==> config.mk <==
export PLATFORM = sky130hd
export DESIGN_NAME = bin_to_bcd_seq
export DESIGN_NICKNAME = d
export VERILOG_FILES = /design/src/rtl/bin_to_bcd_seq_pkg.sv /design/src/rtl/bin_to_bcd_seq_digit_adjust.sv /design/src/rtl/bin_to_bcd_seq.sv
export SDC_FILE = /design/constraint.sdc
export NUM_CORES = 1
export LEC_CHECK = 0
export CORE_MARGIN = 2
export CORE_UTILIZATION = 59
export CTS_CLUSTER_DIAMETER = 100
export DETAILED_ROUTE_END_ITERATION = 8
export PLACE_DENSITY = 0.85
export SLEW_MARGIN = 20
export SYNTH_ARGS = -nofsm -noshare
export SYNTH_HDL_FRONTEND = slang
export SYNTH_SLANG_ARGS = --single-unit
==> constraint.sdc <==
create_clock -name clk -period 3.93 [get_ports clk]
set_input_delay 0.393 -clock clk [delete_from_list [all_inputs] [get_ports clk]]
set_output_delay 0.393 -clock clk [all_outputs]
set_load 0.01 [all_outputs]
==> src/rtl/bin_to_bcd_seq_pkg.sv <==
// Shared constants and state encoding for the sequential binary-to-BCD converter.
package bin_to_bcd_seq_pkg;

    localparam int unsigned DIGIT_W = 4;

    localparam logic [DIGIT_W-1:0] BCD_ADJ_THRESH = 4'd5;
    localparam logic [DIGIT_W-1:0] BCD_ADJ_ADD    = 4'd3;

    typedef enum logic [1:0] {
        IDLE    = 2'd0,
        CONVERT = 2'd1,
        FINISH  = 2'd2
    } state_t;

endpackage

==> src/rtl/bin_to_bcd_seq_digit_adjust.sv <==
// One BCD digit pre-shift correction: values 5..9 get +3 so the following shift carries correctly.
module bcd_digit_adjust
    import bin_to_bcd_seq_pkg::*;
(
    input  logic [DIGIT_W-1:0] digit,
    output logic [DIGIT_W-1:0] adjusted
);

    always_comb begin
        adjusted = digit;
        if (digit >= BCD_ADJ_THRESH) begin
            adjusted = digit + BCD_ADJ_ADD;
        end
    end

endmodule

==> src/rtl/bin_to_bcd_seq.sv <==
// Double-dabble binary-to-BCD converter, one input bit per clock, with start/busy/done handshake.
module bin_to_bcd_seq
    import bin_to_bcd_seq_pkg::*;
#(
    parameter int unsigned IN_WIDTH   = 16,
    parameter int unsigned NUM_DIGITS = 5
) (
    input  logic                          clk,
    input  logic                          reset,
    input  logic                          start,
    input  logic [IN_WIDTH-1:0]           bin_in,
    output logic                          busy,
    output logic                          done,
    output logic [DIGIT_W*NUM_DIGITS-1:0] bcd_out,
    output logic                          overflow
);

    localparam int unsigned BCD_W = DIGIT_W * NUM_DIGITS;
    localparam int unsigned CNT_W = $clog2(IN_WIDTH) + 1;
    localparam logic [CNT_W-1:0] CNT_LAST = CNT_W'(IN_WIDTH - 1);

    state_t              state;
    logic [IN_WIDTH-1:0] bin_sr;
    logic [BCD_W-1:0]    bcd_sr;
    logic [BCD_W-1:0]    bcd_adj;
    logic [CNT_W-1:0]    cnt;
    logic                ovf_acc;

    // All digits corrected in parallel ahead of the shift.
    for (genvar i = 0; i < NUM_DIGITS; i++) begin : g_adj
        bcd_digit_adjust u_adj (
            .digit    (bcd_sr[i*DIGIT_W +: DIGIT_W]),
            .adjusted (bcd_adj[i*DIGIT_W +: DIGIT_W])
        );
    end

    always_ff @(posedge clk) begin
        if (reset) begin
            state    <= IDLE;
            bin_sr   <= '0;
            bcd_sr   <= '0;
            cnt      <= '0;
            ovf_acc  <= 1'b0;
            busy     <= 1'b0;
            done     <= 1'b0;
            bcd_out  <= '0;
            overflow <= 1'b0;
        end else begin
            done <= 1'b0;
            case (state)
                IDLE: begin
                    if (start) begin
                        bin_sr  <= bin_in;
                        bcd_sr  <= '0;
                        cnt     <= '0;
                        ovf_acc <= 1'b0;
                        busy    <= 1'b1;
                        state   <= CONVERT;
                    end
                end
                CONVERT: begin
                    // Bit leaving the top digit means the value needs more digits than we have.
                    bcd_sr  <= {bcd_adj[BCD_W-2:0], bin_sr[IN_WIDTH-1]};
                    bin_sr  <= {bin_sr[IN_WIDTH-2:0], 1'b0};
                    ovf_acc <= ovf_acc | bcd_adj[BCD_W-1];
                    cnt     <= cnt + CNT_W'(1);
                    if (cnt == CNT_LAST) begin
                        state <= FINISH;
                    end
                end
                FINISH: begin
                    bcd_out  <= bcd_sr;
                    overflow <= ovf_acc;
                    done     <= 1'b1;
                    busy     <= 1'b0;
                    state    <= IDLE;
                end
                default: begin
                    busy  <= 1'b0;
                    state <= IDLE;
                end
            endcase
        end
    end

endmodule

==> flow_summary.yaml, run 1 <==
status:
  outcome: "completed"
critical_path:
  critical_path_class: "flop to flop"
  critPathMaxStageDelay_ns: 0.97
  regToRegSetupSlack_ns: 1.67
  crit_fanout: 30
  cp_cell_sequence: "nand2b_1 > nor2_1 > a2111oi_1"
  worstPathArrival_ns: 2.49
  worst_path_max_delay_cell: "dfxtp_1"
  cp.depth: 3
  critPathRequiredTime_ns: 4.16
  cp-endpoint: "bin_sr[13]"
  r2r_cells: 3
  worstSetupStartpoint: "state[1]"
  cp-start-kind: "flop"
  path_delay_family: "flip-flops"
  worstReg2RegEnd: "bin_sr[13]"
  crit_path_end_kind: "flop"
  critical_path_buf_inv_count: 0
  reg2reg_from: "state[1]"
sta:
  finalClockSkew_ns: 0.00418
  maxSlewHeadroom: 0.349
  finalCriticalPeriod_ns: 2.26
  slew_violations: 0
  finalCritPeriodShare: 0.576
  tns_ns: 0
  finalSetupViolCount: 0
  worstMarginPinSlew_ns: 0.975
  rsz0062_at_grt: "no"
  clock.fmax_ghz: 0.442
  timing_hold_violations_final: 0
cells_and_area:
  drive_above_1_share: 0.0654
  multi_input_area_um2: 1650
  diodes: 0
  finish.net_count: 440
  stdcell_area_um2: 3780
  syn_to_final_growth_pct: 17.8
  seqCellArea_um2: 1340
  num-fill-cells: 387
clock_network:
  numClockSinks: 67
  cts-root-buf: "clkbuf_8"
  clk_pin_slew_ns: 0.07
  clock_path_buffers: 2
  cts_buffers: 9
  clk_latency_ns: 0.34
  cts_resized: 0
  postCtsSetupRepairBufs: 0
  cts_tree: "built"
  ctsHtreeMaxLevel: 3
  hold_buffers: 0
grt:
  overflow: 0
  grt_pass1_wl_mm: 12.4
  grt_usage: 0.255
  grt_max_degree: 50
  grt_pass1_vias: 2740
  antenna_found_initial: 0
synthesis:
  synth_edf_count: 0
  synth_seq_area_share: 0.418
  synth_cell_types: 44
  yosysWarnings: 0
  synth_cells: 380
  synthFlopType: "dfxtp_1"
  syn_nets: 411
  async_reset_ff_frac: 0
  ys_ff_latch: 67
  syn_avg_cell_area_um2: 8.44
  synthesis.area_um2: 3210
power_and_ir_drop:
  powerDensity_nw_per_um2: 356
  p_leak_nw: 1.23
  peakVddDrop_mv: 0.256
drt:
  met1_length_mm: 3.19
  routed_wl_mm: 7.08
  top_layer: "met4"
  drtPass1Iterations: 5
  met2_length_mm: 3.41
  routed_via_density: 6.03
  wl_met3_um: 365
  ant_nets: 0
  route.detailed.drc: 0
  drtIter0Drc: 192
  vias: 2914
  avgRoutedWirePerCell_um: 14.7
job:
  drv_cap: 0
placement:
  placed_area_um2: 3600
  hpwl_mm: 4.42
  port_buffers: 41
  routabilityCongestion: 0.853
worst_hold_path:
  min_path_type: "flop to flop"
die:
  pin_count: 42
  die_area_um2: 6040
  die_y_um: 77.7
  core_area_um2: 5170
  start_util: 0.620
  rows: 26
  die_w_um: 77.7
## placed cells by master (no fill, tap or decap), types with 3 or more instances in the layout
cell	count
xnor2_1	4
o2111ai_1	10
nand2b_1	7
nor2b_1	9
o21ai_0	9
a21oi_1	39
nor4b_1	5
o211ai_1	10
clkdlybuf4s50_1	40
o221ai_1	9
buf_4	4
dfxtp_1	67
a2111oi_1	3
nand2_1	48
clkbuf_8	12
inv_1	22
o22ai_1	6
or3b_1	10
ha_1	12
o21a_1	5
nand3_1	21
a2111oi_2	3
o41ai_1	4
o21ai_1	12
nor2_1	18
## worst min-delay path by stage
stage | startpoint | end | slack, ns | cells past startpoint
final | bcd_out[3] | bcd_out[3] | 0.45 | 2
after detailed placement | bcd_out[1] | bcd_out[1] | 0.45 | 2
after global placement | bcd_out[4] | bcd_out[4] | 0.44 | 2
after global routing | bcd_out[5] | bcd_out[5] | 0.48 | 2
after CTS | bcd_out[1] | bcd_out[1] | 0.45 | 2
after floorplan | ovf_acc | overflow | 0.43 | 2
## worst register-to-register path, cell delays in order (launching register included)
cell       delay (ns)
dfxtp_1          0.97
nand2b_1         0.76
nor2_1           0.10
a2111oi_1        0.33
## cells in the mapped netlist, types with 10 or more instances
master / count / area share
dfxtp_1: 67 / 0.42
nand2_1: 48 / 0.056
a21oi_1: 39 / 0.061
inv_1: 22 / 0.026
nand3_1: 21 / 0.033
nor2_1: 18 / 0.021
ha_1: 12 / 0.047
o21ai_1: 12 / 0.019
buf_2: 11 / 0.017
o2111ai_1: 10 / 0.027
o211ai_1: 10 / 0.023
or3b_1: 10 / 0.027
## registers in the layout (all words and copies together) (netlist names)
signal	flops
bcd_out	20
bcd_sr	20
bin_sr	16
busy	1
cnt	5
done	1
overflow	1
ovf_acc	1
state	2
## through the flow
| stage | utilization | hold slack [ns] | power (W) | worst slack [ns] | cells |
|---|---|---|---|---|---|
| global placement | 0.696 | 0.441 | 0.000829 | 1.72 | 468 |
| finish | 0.731 | 0.454 | 0.00135 | 1.67 | 483 |
| detailed placement | 0.696 | 0.446 | 0.000832 | 1.67 | 468 |
| floorplan | - | 0.431 | 0.000796 | 2.48 | 380 |
| global route | 0.731 | 0.481 | 0.00139 | 1.43 | 483 |
| CTS | 0.731 | 0.455 | 0.00135 | 1.68 | 483 |
## cell families after synthesis
group / after synthesis / synth area share
xor gates and xnor gates: 4 / 0.0109
and+or+nand+nor: 127 / 0.204
adders and majority gates: 12 / 0.0468
buffers and inverters: 51 / 0.0686
muxes: 2 / 0.00624
AOI/OAI and AO/OA: 117 / 0.245
DFF: 67 / 0.418
## metal layers
layer  vias up  track usage
met2        74        0.422
li1       1428            -
met1      1399        0.323
met3        13       0.0430
met4         0        0.120
met5         -            0
## report_power, final
group	switching, W	leakage (nW)	total, W	internal [W]
combinational	0.0000576	0.595	0.000105	0.0000474
sequential	0.0000164	0.545	0.000713	0.000697
clock	0.000253	0.0953	0.000528	0.000275
total	0.000327	1.23	0.00135	0.00102
## area by class of cell
cell class,instances,area share
multi-input combinational,262,0.436
sequential,67,0.355
timing repair buffer,45,0.115
clock buffer,13,0.0447
inverter,24,0.0238
tap,70,0.0232
clock inverter,2,0.00265
Note: power is estimated with default switching activity, not from simulation.
==> run 2, diff against run 1 <==
CORE_UTILIZATION = 49   (was 59)
PLACE_DENSITY = 0.75   (was 0.85)
clock period = 1.9 ns   (was 3.93 ns; I/O delays follow)
==> run 2 against run 1 <==
  * Sequential share of layout area is 1.2 points lower
  * Sequential power increased by 110%
  * Final area grew 3.5%
  * Critical endpoint is now ovf_acc
  * Critical path type unchanged
  * Largest cell class unchanged
==> flow_summary.yaml, run 2 (synthesis gave the netlist of run 1 again) <==
status:
  outcome: "completed"
critical_path:
  critPathRequiredTime_ns: 2.17
  worst_path_max_delay_cell: "or4_1"
  cp-start-kind: "flop"
  critical_path_buf_inv_count: 1
  regToRegSetupSlack_ns: 0.27
  path_delay_family: "simple AND/OR/NAND/NOR gates"
  critical_path_class: "flop to flop"
  r2r_cells: 5
  cp_cell_sequence: "inv_1 > ha_1 > nor2b_1 > or4_1 > a21oi_1"
  cp.depth: 5
  critPathMaxStageDelay_ns: 0.48
  worstPathArrival_ns: 1.90
  crit_path_end_kind: "flop"
  crit_fanout: 6
die:
  pin_count: 42
  die_w_um: 84.9
  die_y_um: 84.9
  die_area_um2: 7210
  core_area_um2: 6350
  rows: 29
  start_util: 0.505
sta:
  timing_hold_violations_final: 0
  holdWs_ns: 0.356
  finalSetupViolCount: 0
  rsz0062_at_grt: "no"
  worstMarginPinSlew_ns: 0.806
  finalCriticalPeriod_ns: 1.63
  slew_violations: 0
  maxSlewHeadroom: 0.462
  clock.fmax_ghz: 0.612
  finalClockSkew_ns: 0.00465
  tns_ns: 0
  finalCritPeriodShare: 0.860
cells_and_area:
  final_common_cell: "dfxtp_1"
  syn_to_final_growth_pct: 22.0
  layout_common_cells: "67 x dfxtp_1, 48 x nand2_1, 40 x clkdlybuf4s50_1, 39 x a21oi_1, 22 x inv_1"
  top_regs: "bcd_out: 20 flops, bcd_sr: 20 flops, bin_sr: 16 flops"
  layoutNonFillerInstCount: 502
  drive_above_1_share: 0.0918
  stdcell_area_um2: 3910
  finish.net_count: 452
  diodes: 0
grt:
  grt_pass1_wl_mm: 12.7
  grt_pass1_vias: 2818
  grt_usage: 0.217
  antenna_found_initial: 0
  overflow: 0
  grt_max_degree: 27
clock_network:
  cts_resized: 0
  postCtsSetupRepairBufs: 0
  hold_buffers: 0
  clk_latency_ns: 0.34
  cts_tree: "built"
  cts_buffers: 9
  numClockSinks: 67
  ctsHtreeMaxLevel: 3
  clock_path_buffers: 2
  cts-root-buf: "clkbuf_8"
  clk_pin_slew_ns: 0.07
power_and_ir_drop:
  powerDensity_nw_per_um2: 757
  peakVddDrop_mv: 0.488
  p_leak_nw: 1.31
drt:
  ant_nets: 0
  route.detailed.drc: 0
  drtIter0Drc: 133
  routed_wl_mm: 7.28
  avgRoutedWirePerCell_um: 14.5
  routed_via_density: 5.75
  drtPass1Iterations: 5
  vias: 2887
placement:
  placed_area_um2: 3700
  routabilityCongestion: 0.869
  hpwl_mm: 4.67
  dp.cells: 487
  port_buffers: 41
job:
  drv_cap: 0
worst_hold_path:
  min_path_type: "primary input to flop"
  whs_path_depth: 3
## run 2: changes by cell type in the layout (fill, tap and decap cells not counted), sizes merged
cell / change
bufinv: +1
buf: +12
clkbuf: +1
clkinv: -2
## run 2: final timing paths
| path | end | startpoint |
|---|---|---|
| worst max-delay path | ovf_acc | bcd_sr[16] |
| worst min-delay path | bcd_sr[0] | reset |
| worst max register to register | ovf_acc | bcd_sr[16] |
| worst min register to register | bcd_out[4] | bcd_out[4] |
## run 2: power by group
part,switching (W),internal (W)
clock,0.000506,0.000743
sequential,0.0000285,0.00144
combinational,0.000132,0.000111
total,0.000666,0.00230
## run 2: per-stage QoR
step	util	setup slack, ns	total power (W)
floorplan	-	0.450	0.00165
global placement	0.583	0.228	0.00173
detailed placement	0.583	0.172	0.00174
CTS	0.616	0.281	0.00297
global route	0.616	0.207	0.00307
finish	0.616	0.265	0.00296
## run 2: tightest hold or removal path: cells and delay by family
family,cells,cell delay (ns)
buf+inv,2,0.35
simple gates,1,0.11
## run 2: routing by layer
metal	share of wire	track usage	routed length [um]	vias up
li1	-	-	-	1440
met1	0.47	0.273	3420	1364
met5	0	0	0	-
met3	0.036	0.0331	259	14
met4	0.018	0.117	129	0
met2	0.48	0.359	3460	69
## run 2: area by class of cell
| type | instances | area (um2) |
|---|---|---|
| Sequential cell | 67 | 1340 |
| Tap cell | 77 | 96.3 |
| Timing Repair Buffer | 57 | 526 |
| Multi-Input combinational cell | 262 | 1650 |
| Clock buffer | 14 | 183 |
| Fill cell | 550 | 2440 |
| Clock inverter | 1 | 30.0 |
| Inverter | 24 | 90.1 |
